## src/rtl/measure.sv

```systemverilog
// measure: two-port 10GbE latency-measurement engine (XGMII, 156.25 MHz).
//
// Port 0 TX sends a fixed 64-byte timestamped probe every GAP cycles.
// Port 1 RX receives probes and reports one-way latency in cycles, plus
// good/bad frame counts. Port 1 TX is held idle and port 0 RX is ignored.
//
// Parameters:
//   GAP  start-to-start probe period in cycles (values below 16 act as 16)
//   SA   source MAC address carried in every probe
//
// Ports:
//   sys_clk                    clock, all logic on the rising edge
//   sys_rst                    asynchronous active-low reset
//   xgmii_0_txd/txc            probe transmitter (lane 0 first on the wire)
//   xgmii_0_rxd/rxc            unused
//   xgmii_1_txd/txc            constant idle
//   xgmii_1_rxd/rxc            probe receiver
//   latency                    latency of the last good probe, in cycles
//   latency_valid              one-cycle pulse when latency updates
//   tx_count, rx_good, rx_bad  wrapping 32-bit statistics
//
// Optional build macro:
//   MEASURE_FCS_EN  probes carry an IEEE 802.3 CRC-32 in bytes 60-63 and the
//                   receiver rejects frames whose CRC does not match. When
//                   undefined, bytes 60-63 are zero and are not checked.
`timescale 1ns/1ps

module measure #(
  parameter int unsigned GAP = 64,
  parameter logic [47:0] SA  = 48'h001122334455
) (
  input  logic        sys_clk,
  input  logic        sys_rst,
  output logic [63:0] xgmii_0_txd,
  output logic [7:0]  xgmii_0_txc,
  input  logic [63:0] xgmii_0_rxd,
  input  logic [7:0]  xgmii_0_rxc,
  output logic [63:0] xgmii_1_txd,
  output logic [7:0]  xgmii_1_txc,
  input  logic [63:0] xgmii_1_rxd,
  input  logic [7:0]  xgmii_1_rxc,
  output logic [31:0] latency,
  output logic        latency_valid,
  output logic [31:0] tx_count,
  output logic [31:0] rx_good,
  output logic [31:0] rx_bad
);

  localparam int unsigned PERIOD   = (GAP < 16) ? 16 : GAP;
  localparam logic [31:0] LAST_TICK = 32'(PERIOD - 1);
  localparam logic [63:0] IDLE_D   = 64'h0707070707070707;
  localparam logic [7:0]  IDLE_C   = 8'hFF;
  localparam logic [63:0] START_D  = 64'hD5555555555555FB;
  localparam logic [7:0]  START_C  = 8'h01;
  localparam logic [63:0] TERM_D   = 64'h07070707070707FD;

  typedef enum logic [1:0] {TX_IDLE, TX_DATA, TX_TERM} tx_state_t;
  typedef enum logic [1:0] {RX_IDLE, RX_DATA, RX_TERM} rx_state_t;

  // Probe byte k (0..63) excluding the FCS, which is patched in separately.
  function automatic logic [7:0] frame_byte(input logic [5:0] k,
                                            input logic [31:0] seq,
                                            input logic [31:0] ts);
    logic [7:0] b;
    b = 8'h00;
    case (k)
      6'd0, 6'd1, 6'd2, 6'd3, 6'd4, 6'd5: b = 8'hFF;
      6'd6:  b = SA[47:40];
      6'd7:  b = SA[39:32];
      6'd8:  b = SA[31:24];
      6'd9:  b = SA[23:16];
      6'd10: b = SA[15:8];
      6'd11: b = SA[7:0];
      6'd12: b = 8'h88;
      6'd13: b = 8'hB5;
      6'd14: b = 8'h4D;
      6'd15: b = 8'h45;
      6'd16: b = 8'h41;
      6'd17: b = 8'h53;
      6'd18: b = seq[31:24];
      6'd19: b = seq[23:16];
      6'd20: b = seq[15:8];
      6'd21: b = seq[7:0];
      6'd22: b = ts[31:24];
      6'd23: b = ts[23:16];
      6'd24: b = ts[15:8];
      6'd25: b = ts[7:0];
      default: b = 8'h00;
    endcase
    return b;
  endfunction

  // Data word idx (0..7) holds frame bytes 8*idx .. 8*idx+7, lane 0 first.
  function automatic logic [63:0] frame_word(input logic [2:0] idx,
                                             input logic [31:0] seq,
                                             input logic [31:0] ts);
    logic [63:0] w;
    w = 64'h0;
    for (int l = 0; l < 8; l++)
      w[8*l +: 8] = frame_byte({idx, 3'(l)}, seq, ts);
    return w;
  endfunction

`ifdef MEASURE_FCS_EN
  // Reflected CRC-32 (poly 0x04C11DB7) advanced by one byte.
  function automatic logic [31:0] crc_byte(input logic [31:0] crc_in,
                                           input logic [7:0] b);
    logic [31:0] c;
    c = crc_in ^ {24'h0, b};
    for (int i = 0; i < 8; i++)
      c = c[0] ? ((c >> 1) ^ 32'hEDB88320) : (c >> 1);
    return c;
  endfunction
`endif

  logic [31:0] cyc;
  logic [31:0] tx_timer;
  tx_state_t   tx_state;
  logic [2:0]  tx_idx;
  logic [31:0] tx_seq;
  logic [31:0] tx_ts;
  logic [63:0] tx_base;
  logic [63:0] tx_word;

  rx_state_t   rx_state;
  logic [2:0]  rx_idx;
  logic [31:0] rx_arr;
  logic [31:0] rx_ts;
  logic        rx_ok;
  logic        rx_start;
  logic        rx_term;
  logic        rx_err;
  logic        rx_word_ok;

`ifdef MEASURE_FCS_EN
  logic [31:0] tx_crc;
  logic [31:0] tx_crc_next;
  logic [31:0] tx_crc_tail;
  logic [31:0] rx_crc;
  logic [31:0] rx_crc_next;
  logic [31:0] rx_crc_tail;
`endif

  // Port 0 receive pins are intentionally ignored.
  logic unused_rx0;
  assign unused_rx0 = ^{xgmii_0_rxd, xgmii_0_rxc};

  assign xgmii_1_txd = IDLE_D;
  assign xgmii_1_txc = IDLE_C;

  // Free-running cycle counter; its value while a start word is on the wire
  // is both the TX timestamp and the RX arrival time.
  always_ff @(posedge sys_clk or negedge sys_rst) begin
    if (!sys_rst) cyc <= 32'd0;
    else          cyc <= cyc + 32'd1;
  end

  // Next probe data word. The final data word gets the FCS in lanes 4-7,
  // computed from the running CRC plus the first four bytes of that word.
  always_comb begin
    tx_base = frame_word(tx_idx, tx_seq, tx_ts);
    tx_word = tx_base;
`ifdef MEASURE_FCS_EN
    tx_crc_next = tx_crc;
    for (int l = 0; l < 8; l++)
      tx_crc_next = crc_byte(tx_crc_next, tx_base[8*l +: 8]);
    tx_crc_tail = tx_crc;
    for (int l = 0; l < 4; l++)
      tx_crc_tail = crc_byte(tx_crc_tail, tx_base[8*l +: 8]);
    if (tx_idx == 3'd7) tx_word[63:32] = ~tx_crc_tail;
`endif
  end

  // Probe transmitter. The period timer runs independently of the frame
  // sequencer so probes start exactly every PERIOD cycles; the start word is
  // loaded on the edge that ends the PERIOD-th cycle, so it carries cyc+1.
  always_ff @(posedge sys_clk or negedge sys_rst) begin
    if (!sys_rst) begin
      tx_timer    <= 32'd0;
      tx_state    <= TX_IDLE;
      tx_idx      <= 3'd0;
      tx_seq      <= 32'd0;
      tx_ts       <= 32'd0;
      tx_count    <= 32'd0;
      xgmii_0_txd <= IDLE_D;
      xgmii_0_txc <= IDLE_C;
`ifdef MEASURE_FCS_EN
      tx_crc      <= 32'hFFFFFFFF;
`endif
    end else begin
      if (tx_timer == LAST_TICK) tx_timer <= 32'd0;
      else                       tx_timer <= tx_timer + 32'd1;
      case (tx_state)
        TX_IDLE: begin
          if (tx_timer == LAST_TICK) begin
            xgmii_0_txd <= START_D;
            xgmii_0_txc <= START_C;
            tx_ts       <= cyc + 32'd1;
            tx_idx      <= 3'd0;
            tx_state    <= TX_DATA;
`ifdef MEASURE_FCS_EN
            tx_crc      <= 32'hFFFFFFFF;
`endif
          end else begin
            xgmii_0_txd <= IDLE_D;
            xgmii_0_txc <= IDLE_C;
          end
        end
        TX_DATA: begin
          xgmii_0_txd <= tx_word;
          xgmii_0_txc <= 8'h00;
          tx_idx      <= tx_idx + 3'd1;
`ifdef MEASURE_FCS_EN
          tx_crc      <= tx_crc_next;
`endif
          if (tx_idx == 3'd7) tx_state <= TX_TERM;
        end
        TX_TERM: begin
          xgmii_0_txd <= TERM_D;
          xgmii_0_txc <= 8'hFF;
          tx_count    <= tx_count + 32'd1;
          tx_seq      <= tx_seq + 32'd1;
          tx_state    <= TX_IDLE;
        end
        default: begin
          xgmii_0_txd <= IDLE_D;
          xgmii_0_txc <= IDLE_C;
          tx_state    <= TX_IDLE;
        end
      endcase
    end
  end

  // Receive-word classification. Header checks cover bytes 12-17, which sit
  // in lanes 4-7 of data word 1 and lanes 0-1 of data word 2.
  always_comb begin
    rx_start = (xgmii_1_rxc == 8'h01) && (xgmii_1_rxd[7:0] == 8'hFB);
    rx_term  = xgmii_1_rxc[0] && (xgmii_1_rxd[7:0] == 8'hFD);
    rx_err   = 1'b0;
    for (int l = 0; l < 8; l++)
      if (xgmii_1_rxc[l] && (xgmii_1_rxd[8*l +: 8] == 8'hFE)) rx_err = 1'b1;
    rx_word_ok = 1'b1;
    case (rx_idx)
      3'd1:    rx_word_ok = (xgmii_1_rxd[63:32] == 32'h454DB588);
      3'd2:    rx_word_ok = (xgmii_1_rxd[15:0] == 16'h5341);
      default: rx_word_ok = 1'b1;
    endcase
`ifdef MEASURE_FCS_EN
    rx_crc_next = rx_crc;
    for (int l = 0; l < 8; l++)
      rx_crc_next = crc_byte(rx_crc_next, xgmii_1_rxd[8*l +: 8]);
    rx_crc_tail = rx_crc;
    for (int l = 0; l < 4; l++)
      rx_crc_tail = crc_byte(rx_crc_tail, xgmii_1_rxd[8*l +: 8]);
    if ((rx_idx == 3'd7) && (xgmii_1_rxd[63:32] != ~rx_crc_tail))
      rx_word_ok = 1'b0;
`endif
  end

  // Probe receiver. Any start that interrupts a frame counts the interrupted
  // frame as bad and immediately begins a new one.
  always_ff @(posedge sys_clk or negedge sys_rst) begin
    if (!sys_rst) begin
      rx_state      <= RX_IDLE;
      rx_idx        <= 3'd0;
      rx_arr        <= 32'd0;
      rx_ts         <= 32'd0;
      rx_ok         <= 1'b0;
      latency       <= 32'd0;
      latency_valid <= 1'b0;
      rx_good       <= 32'd0;
      rx_bad        <= 32'd0;
`ifdef MEASURE_FCS_EN
      rx_crc        <= 32'hFFFFFFFF;
`endif
    end else begin
      latency_valid <= 1'b0;
      case (rx_state)
        RX_IDLE: begin
          if (rx_start) begin
            rx_arr   <= cyc;
            rx_idx   <= 3'd0;
            rx_ok    <= 1'b1;
            rx_state <= RX_DATA;
`ifdef MEASURE_FCS_EN
            rx_crc   <= 32'hFFFFFFFF;
`endif
          end
        end
        RX_DATA: begin
          if (xgmii_1_rxc != 8'h00) begin
            rx_bad <= rx_bad + 32'd1;
            if (rx_start) begin
              rx_arr <= cyc;
              rx_idx <= 3'd0;
              rx_ok  <= 1'b1;
`ifdef MEASURE_FCS_EN
              rx_crc <= 32'hFFFFFFFF;
`endif
            end else begin
              rx_state <= RX_IDLE;
            end
          end else begin
            rx_ok  <= rx_ok & rx_word_ok;
            rx_idx <= rx_idx + 3'd1;
`ifdef MEASURE_FCS_EN
            rx_crc <= rx_crc_next;
`endif
            if (rx_idx == 3'd2) rx_ts[31:16] <= {xgmii_1_rxd[55:48], xgmii_1_rxd[63:56]};
            if (rx_idx == 3'd3) rx_ts[15:0]  <= {xgmii_1_rxd[7:0], xgmii_1_rxd[15:8]};
            if (rx_idx == 3'd7) rx_state <= RX_TERM;
          end
        end
        RX_TERM: begin
          if (rx_term && !rx_err && rx_ok) begin
            latency       <= rx_arr - rx_ts;
            latency_valid <= 1'b1;
            rx_good       <= rx_good + 32'd1;
            rx_state      <= RX_IDLE;
          end else begin
            rx_bad <= rx_bad + 32'd1;
            if (rx_start) begin
              rx_arr   <= cyc;
              rx_idx   <= 3'd0;
              rx_ok    <= 1'b1;
              rx_state <= RX_DATA;
`ifdef MEASURE_FCS_EN
              rx_crc   <= 32'hFFFFFFFF;
`endif
            end else begin
              rx_state <= RX_IDLE;
            end
          end
        end
        default: rx_state <= RX_IDLE;
      endcase
    end
  end

endmodule

```

## config.mk

```make
export PLATFORM = sky130hd
export DESIGN_NAME = measure
export DESIGN_NICKNAME = d
export VERILOG_FILES = /design/src/rtl/measure.sv
export SDC_FILE = /design/constraint.sdc
export NUM_CORES = 1
export LEC_CHECK = 0
export BUFFER_PORTS_ARGS = -buffer_cell sky130_fd_sc_hd__buf_2
export CAP_MARGIN = 25
export CORE_UTILIZATION = 30
export DETAILED_ROUTE_END_ITERATION = 7
export HOLD_SLACK_MARGIN = 0.05
export PLACE_DENSITY = 0.55
export SLEW_MARGIN = 15
export SYNTH_ARGS = -nofsm -noshare
export SYNTH_HDL_FRONTEND = slang
export SYNTH_SLANG_ARGS = --single-unit
```

## constraint.sdc

```tcl
create_clock -name sys_clk -period 7.15 [get_ports sys_clk]
set_clock_uncertainty 0.05 [all_clocks]
set_input_delay 1.43 -clock sys_clk [delete_from_list [all_inputs] [get_ports sys_clk]]
set_output_delay 1.43 -clock sys_clk [all_outputs]
set_load 0.03 [all_outputs]
```

==> results of run 1 <==
[sequential cells by signal (all words and copies together) (netlist names), 32 cells and up]
register and flops:
rx_bad 32, tx_seq 32, tx_count 32, cyc 32, latency 32, rx_good 32, rx_ts 32, rx_arr 32
xgmii_0_txd 64, tx_ts 32, tx_timer 32
[routing by layer]
layer,up-vias,GRT usage
met1,6534,0.1929
met2,263,0.2395
met3,69,0.03045
met5,-,0
li1,6287,-
met4,0,0.04768
[worst paths after layout]
kind	endpoint	slack, ps	depth (start not counted)
setup / recovery	rx_bad[25]$_DFFE_PN0P_	3450	10
hold / removal	tx_ts[19]$_DFFE_PN0P_	410	2
setup reg to reg	latency[30]$_DFFE_PN0P_	3810	10
hold reg to reg	tx_ts[19]$_DFFE_PN0P_	410	2
max in group asynchronous	rx_bad[27]$_DFFE_PN0P_	4860	2
min in group asynchronous	tx_seq[16]$_DFFE_PN0P_	770	1
[through the flow]
step                instance area [sq um]  total power [mW]  cells  worst slack [ps]  hold WS [ps]
floorplan                           18760             2.381   1798              3603         387.6
global placement                    20470             2.429   2745              2844         403.9
detailed placement                  20480             2.432   2746              2822         404.5
CTS                                 22100             4.936   2834              3460         418.9
global route                        22120             5.030   2835              3247         427.2
finish                              22120             4.844   2835              3448         414.6
[layout make-up]
type                    count  area, sq um  area share
clock inverters            27        290.3     0.01312
repair buffers            286         1520     0.06871
clock buffers              61         1329     0.06006
multi-input cells        1216         7770      0.3512
well taps                 782        978.4     0.04423
flip-flops and latches    398         9992      0.4516
inverters                  65        244.0     0.01103
[critical path, delay by kind of cell]
kind | cells | cell delay [ps]
AOI/OAI and AO/OA | 1 | 490
and+or+nand+nor | 7 | 1930
xor gates and xnor gates | 1 | 170
buffers and inverters | 1 | 90
[layout by cell type, fill, tap and decap left out, types with 16 or more instances in the layout]
cell	synthesis	layout
nor2_1	84	84
and3_1	41	41
nand4_1	42	42
xnor2_1	140	140
ha_1	48	48
nand2_1	261	260
a21oi_1	44	44
dfstp_2	26	26
nor4_1	16	16
nor3_1	21	21
clkinv_2	0	17
mux2_2	71	71
xor2_1	73	73
inv_1	64	64
nand3_1	66	66
dfrtp_1	372	372
conb_1	2	72
clkbuf_16	0	47
a21o_1	33	33
buf_2	7	273
o21ai_0	69	69
[kinds of logic after synthesis]
logic type	after synthesis	synth area share
simple gates	612	0.1608
compound gates	198	0.06610
xor+xnor	213	0.1009
mux	72	0.04384
other cells	2	0.0004061
fa+ha+maj	49	0.03356
buf+inv	184	0.05413
flops	398	0.5403
[power by group through the flow]
| stage | combinational (mW) | sequential, mW | clock (mW) |
|---|---|---|---|
| final | 0.134 | 2.25 | 2.46 |
| after global routing | 0.149 | 2.25 | 2.63 |
| after CTS | 0.138 | 2.25 | 2.55 |
| after detailed placement | 0.138 | 2.29 | 0 |
| after global placement | 0.135 | 2.29 | 0 |
| after floorplan | 0.0860 | 2.29 | 0 |
[Yosys cell counts, types with 15 or more instances]
cell and n:
xor2_1 73, ha_1 48, dfrtp_1 372, nand4_1 42, nand3_1 66, nor2_1 84
xnor2_1 140, dfstp_2 26, nor3_1 21, o21ai_0 69, inv_1 64, buf_4 80
nand2_1 261, nor2b_1 15, mux2_2 71, and3_1 41, nor4_1 16, a21oi_1 44
clkbuf_1 31, a21o_1 33
==> impl_metrics.ini, run 1 <==
[global_routing]
grt_first_pass_wirelength_um = 72950
globalRouteOverflowTotal = 0
grt_pass1_vias = 13082
grt_max_degree = 168
grt_antenna_before_repair = 2
grtUsageTotal = 0.1465

[setup_path]
crit_arrival_ps = 4120
crit_path_end_kind = register
r2r-start = rx_arr[2]$_DFFE_PN0P_
max_stage_delay_ps = 630
start_kind = input port
crit_path_cell_trace = buf_2 -> nand3_1 -> nor4b_1 -> or4_1 -> nor4_4 -> o22ai_2 -> and4_1 -> nand2_1 -> nor2_1 -> xor2_1
path_class = in2reg
cp-startpoint = xgmii_1_rxd[14]
required_ps = 7570
cp_max_fo = 8
critPathSlowestCell = nor4b_1

[pwr]
p_clk_frac = 0.507
powerDensity_nw_per_um2 = 218.9
comb_power_share = 0.028
irDropWorstVdd_mv = 0.1748
p_switching_mw = 1.130
leakagePower_nw = 11.28
p_int_mw = 3.713
swShare = 0.2334
power_frac_seq = 0.465

[layout]
fillers = 6044
drive_gt1_frac = 0.2372
synthToLayoutAreaGrowth_pct = 19.63
final_core_util = 0.3652
antenna_cells = 0
nets = 2209

[clock_network]
insertion_delay_ps = 620
tritoncts = built
ctsResizeCount = 0
numCtsBuffers = 47
clk_pin_slew_worst_paths_ps = 60
cts_setup_buffers = 0
clock-sinks = 398
hold_buffers = 0
cts.path.max_buffers = 3
root_buffer = clkbuf_16
h-tree-depth = 2

[run_status]
outcome = complete, no violations

[floorplan]
core_sq_um = 60580
start_util = 0.3052
dieArea_sq_um = 62640
ioPinCount = 419
num_rows = 90
die_y_um = 250.3
die_w_um = 250.3

[sta]
finalMaxSlewViolations = 0
rsz0062_at_grt = no
setup_viol = 0
worstMarginPinSlew_ps = 912.4
final_hold_viol_count = 0
setup-tns-final_ps = 0
max_slew_margin = 0.3870
fin_crit_ps = 3702
timing.fmax_ghz = 0.2701
min_period_over_period = 0.5177

[synthesis]
ys_types = 62
syn_area_per_cell_sq_um = 10.70
async_flop_share = 1.000
netlist.area_leader.share = 0.5034
yosys_warnings = 0
synth-seq-cells = 398
synthTopCellsByArea = dfrtp_1 (50%), xnor2_1 (6.6%), nand2_1 (5.3%)
synth-edff-count = 0
syn_area_sq_um = 18490
ys_seq_area_frac = 0.5403
yosysTopAreaCell = dfrtp_1
ys.flop_type = dfrtp_1
syn_inst = 1728

[min_path]
hp-class = reg2reg
min_from = tx_ts[19]$_DFFE_PN0P_

[detailed_routing]
vias = 13153
wl_met2_um = 21930
met1_length_um = 20830
drc_errors = 0
drt_iter0_markers = 756
viasPerCell = 4.640
firstDrtPassIters = 5
drt-wirelength-per-cell_um = 16.29
met3_length_um = 2231
ant_nets = 0
wl_um = 46190
top_layer_used = met4

[placement]
dp_hpwl_um = 33630
gp_congestion = 0.8344
io_buffers = 274

[flow_run]
maxCapViolCount = 0
No activity file was read; power rests on OpenSTA's default activity.
==> run 2, diff against run 1 <==
- PLACE_DENSITY: 0.55 -> 0.57
- clock period: 7.15 -> 3 ns (I/O delays scaled with it)
==> run 2 against run 1 <==
Net effect: power is 130% higher; sequential power increased by 140%; via count up 1.1%; critical path type is now reg2reg; global-route usage up 0.062 points; die area did not move; cell area increased by 1.6%; combinational power rose to 2.5 times the previous value; sequential cell count stayed put.
==> impl_metrics.ini, run 2 (synthesis results as in run 1) <==
[clock_network]
cts.path.max_buffers = 3
h-tree-depth = 2
clk_pin_slew_worst_paths_ps = 60
numCtsBuffers = 46
tritoncts = built
root_buffer = clkbuf_16
insertion_delay_ps = 600
clock-sinks = 398

[layout]
final_cell_mix = dfrtp_1 (372), buf_2 (273), nand2_1 (260), xnor2_1 (140), nor2_1 (84)
final_common_cell = dfrtp_1
final_area_sq_um = 22480
largest-register = xgmii_0_txd
synthToLayoutAreaGrowth_pct = 21.54
nets = 2261
largest_register_ffs = 64
drive_gt1_frac = 0.2537
stdcell_count = 2884
final_core_util = 0.3710

[setup_path]
required_ps = 3400
crit_arrival_ps = 3360
crit_path_cell_trace = inv_1 -> ha_2 -> fa_2 -> nor2b_2 -> o31a_1 -> o311ai_4 -> nand4_1 -> a311o_1 -> a311oi_2 -> a21oi_1 -> xnor2_1 -> o21ai_0
max_stage_delay_ps = 390
critPathSlowestCell = a311o_1
cp_max_fo = 3
path_class = reg2reg
rrSetupSlack_ps = 40
crit_path_end_kind = register
start_kind = register

[placement]
gp_congestion = 0.8567
place_area_sq_um = 20940
post-place-ws_ps = -207.4
dp.cells = 2798
dp_hpwl_um = 34250
io_buffers = 274

[run_status]
outcome = complete, no violations

[sta]
worstMarginPinSlew_ps = 618.3
max_slew_margin = 0.5878
rsz0062_at_grt = yes
setup_viol = 0
layout_setup_ws_ps = 38.27
holdWs_ps = 221.6
setup-tns-final_ps = 0
min_period_over_period = 0.9872
final_hold_viol_count = 0
fin_crit_ps = 2962
timing.fmax_ghz = 0.3376
finalMaxSlewViolations = 0

[pwr]
leakagePower_nw = 11.49
irDropWorstVdd_mv = 0.3659
power_mw = 11.18
powerDensity_nw_per_um2 = 497.4

[floorplan]
start_util = 0.3052
num_rows = 90
die_y_um = 250.3
dieArea_sq_um = 62640
die_w_um = 250.3
ioPinCount = 419
core_sq_um = 60580

[detailed_routing]
viasPerCell = 4.612
ant_nets = 0
drc_errors = 0
drt_iter0_markers = 682
wl_um = 46010
drt-wirelength-per-cell_um = 15.95
vias = 13300
firstDrtPassIters = 5

[global_routing]
grt_first_pass_wirelength_um = 73890
grtUsageTotal = 0.1471
globalRouteOverflowTotal = 0
grt_max_degree = 70
grt_antenna_before_repair = 0
grt_pass1_vias = 13464

[min_path]
hp-class = in2reg

[flow_run]
maxCapViolCount = 0
[run 2: per-layer routing]
layer  vias to the layer above  GRT usage  share of wire
met5                         -          0              0
met4                         0    0.04102          0.021
met3                        63    0.02712          0.047
met2                       270     0.2395           0.48
met1                      6609     0.1994           0.46
li1                       6358          -              -
[run 2: path summary, 6_finish.rpt]
path / from / end / depth (start not counted)
worst max-delay path: rx_arr[0]$_DFFE_PN0P_ / latency[30]$_DFFE_PN0P_ / 12
worst min-delay path: xgmii_1_rxd[9] / rx_ts[1]$_DFFE_PN0P_ / 2
worst max register to register: rx_arr[0]$_DFFE_PN0P_ / latency[30]$_DFFE_PN0P_ / 12
worst min register to register: rx_bad[31]$_DFFE_PN0P_ / rx_bad[31]$_DFFE_PN0P_ / 1
max in group asynchronous: sys_rst / rx_ts[7]$_DFFE_PN0P_ / 3
min in group asynchronous: sys_rst / tx_seq[28]$_DFFE_PN0P_ / 2
[run 2: final cells by class]
cell class                 count  area, sq um
inverter                      65        244.0
timing repair buffer         339         1972
fill                        6039        38110
antenna                        1        2.502
tap                          782        978.4
sequential                   398         9992
multi-input combinational   1216         7802
clock inverter                17        167.7
clock buffer                  66         1316
[run 2: repair_timing]
action / 4_1_cts / 5_1_grt
hold endpoints to repair: 60 / 0
setup buffers: 0 / 1
hold buffers: 1 / 0
resized for setup: 2 / 6
pin swaps: 2 / 1
endpoints found under the setup margin: 3 / 7
cloned: 0 / 0
[run 2: worst max-delay path, delay by kind of cell (launching register included)]
| family | cells | cell delay (ps) |
|---|---|---|
| adders and majority gates | 2 | 390 |
| AOI/OAI and AO/OA | 6 | 1520 |
| xor gates and xnor gates | 1 | 160 |
| DFF | 1 | 370 |
| and+or+nand+nor | 2 | 260 |
| buffers and inverters | 1 | 60 |
[run 2: report_power, final]
| part | internal (mW) | switching, mW | leakage (nW) |
|---|---|---|---|
| clock network | 3.16 | 2.30 | 0.734 |
| logic | 0.0694 | 0.272 | 5.35 |
| registers | 5.37 | 0.000240 | 5.40 |
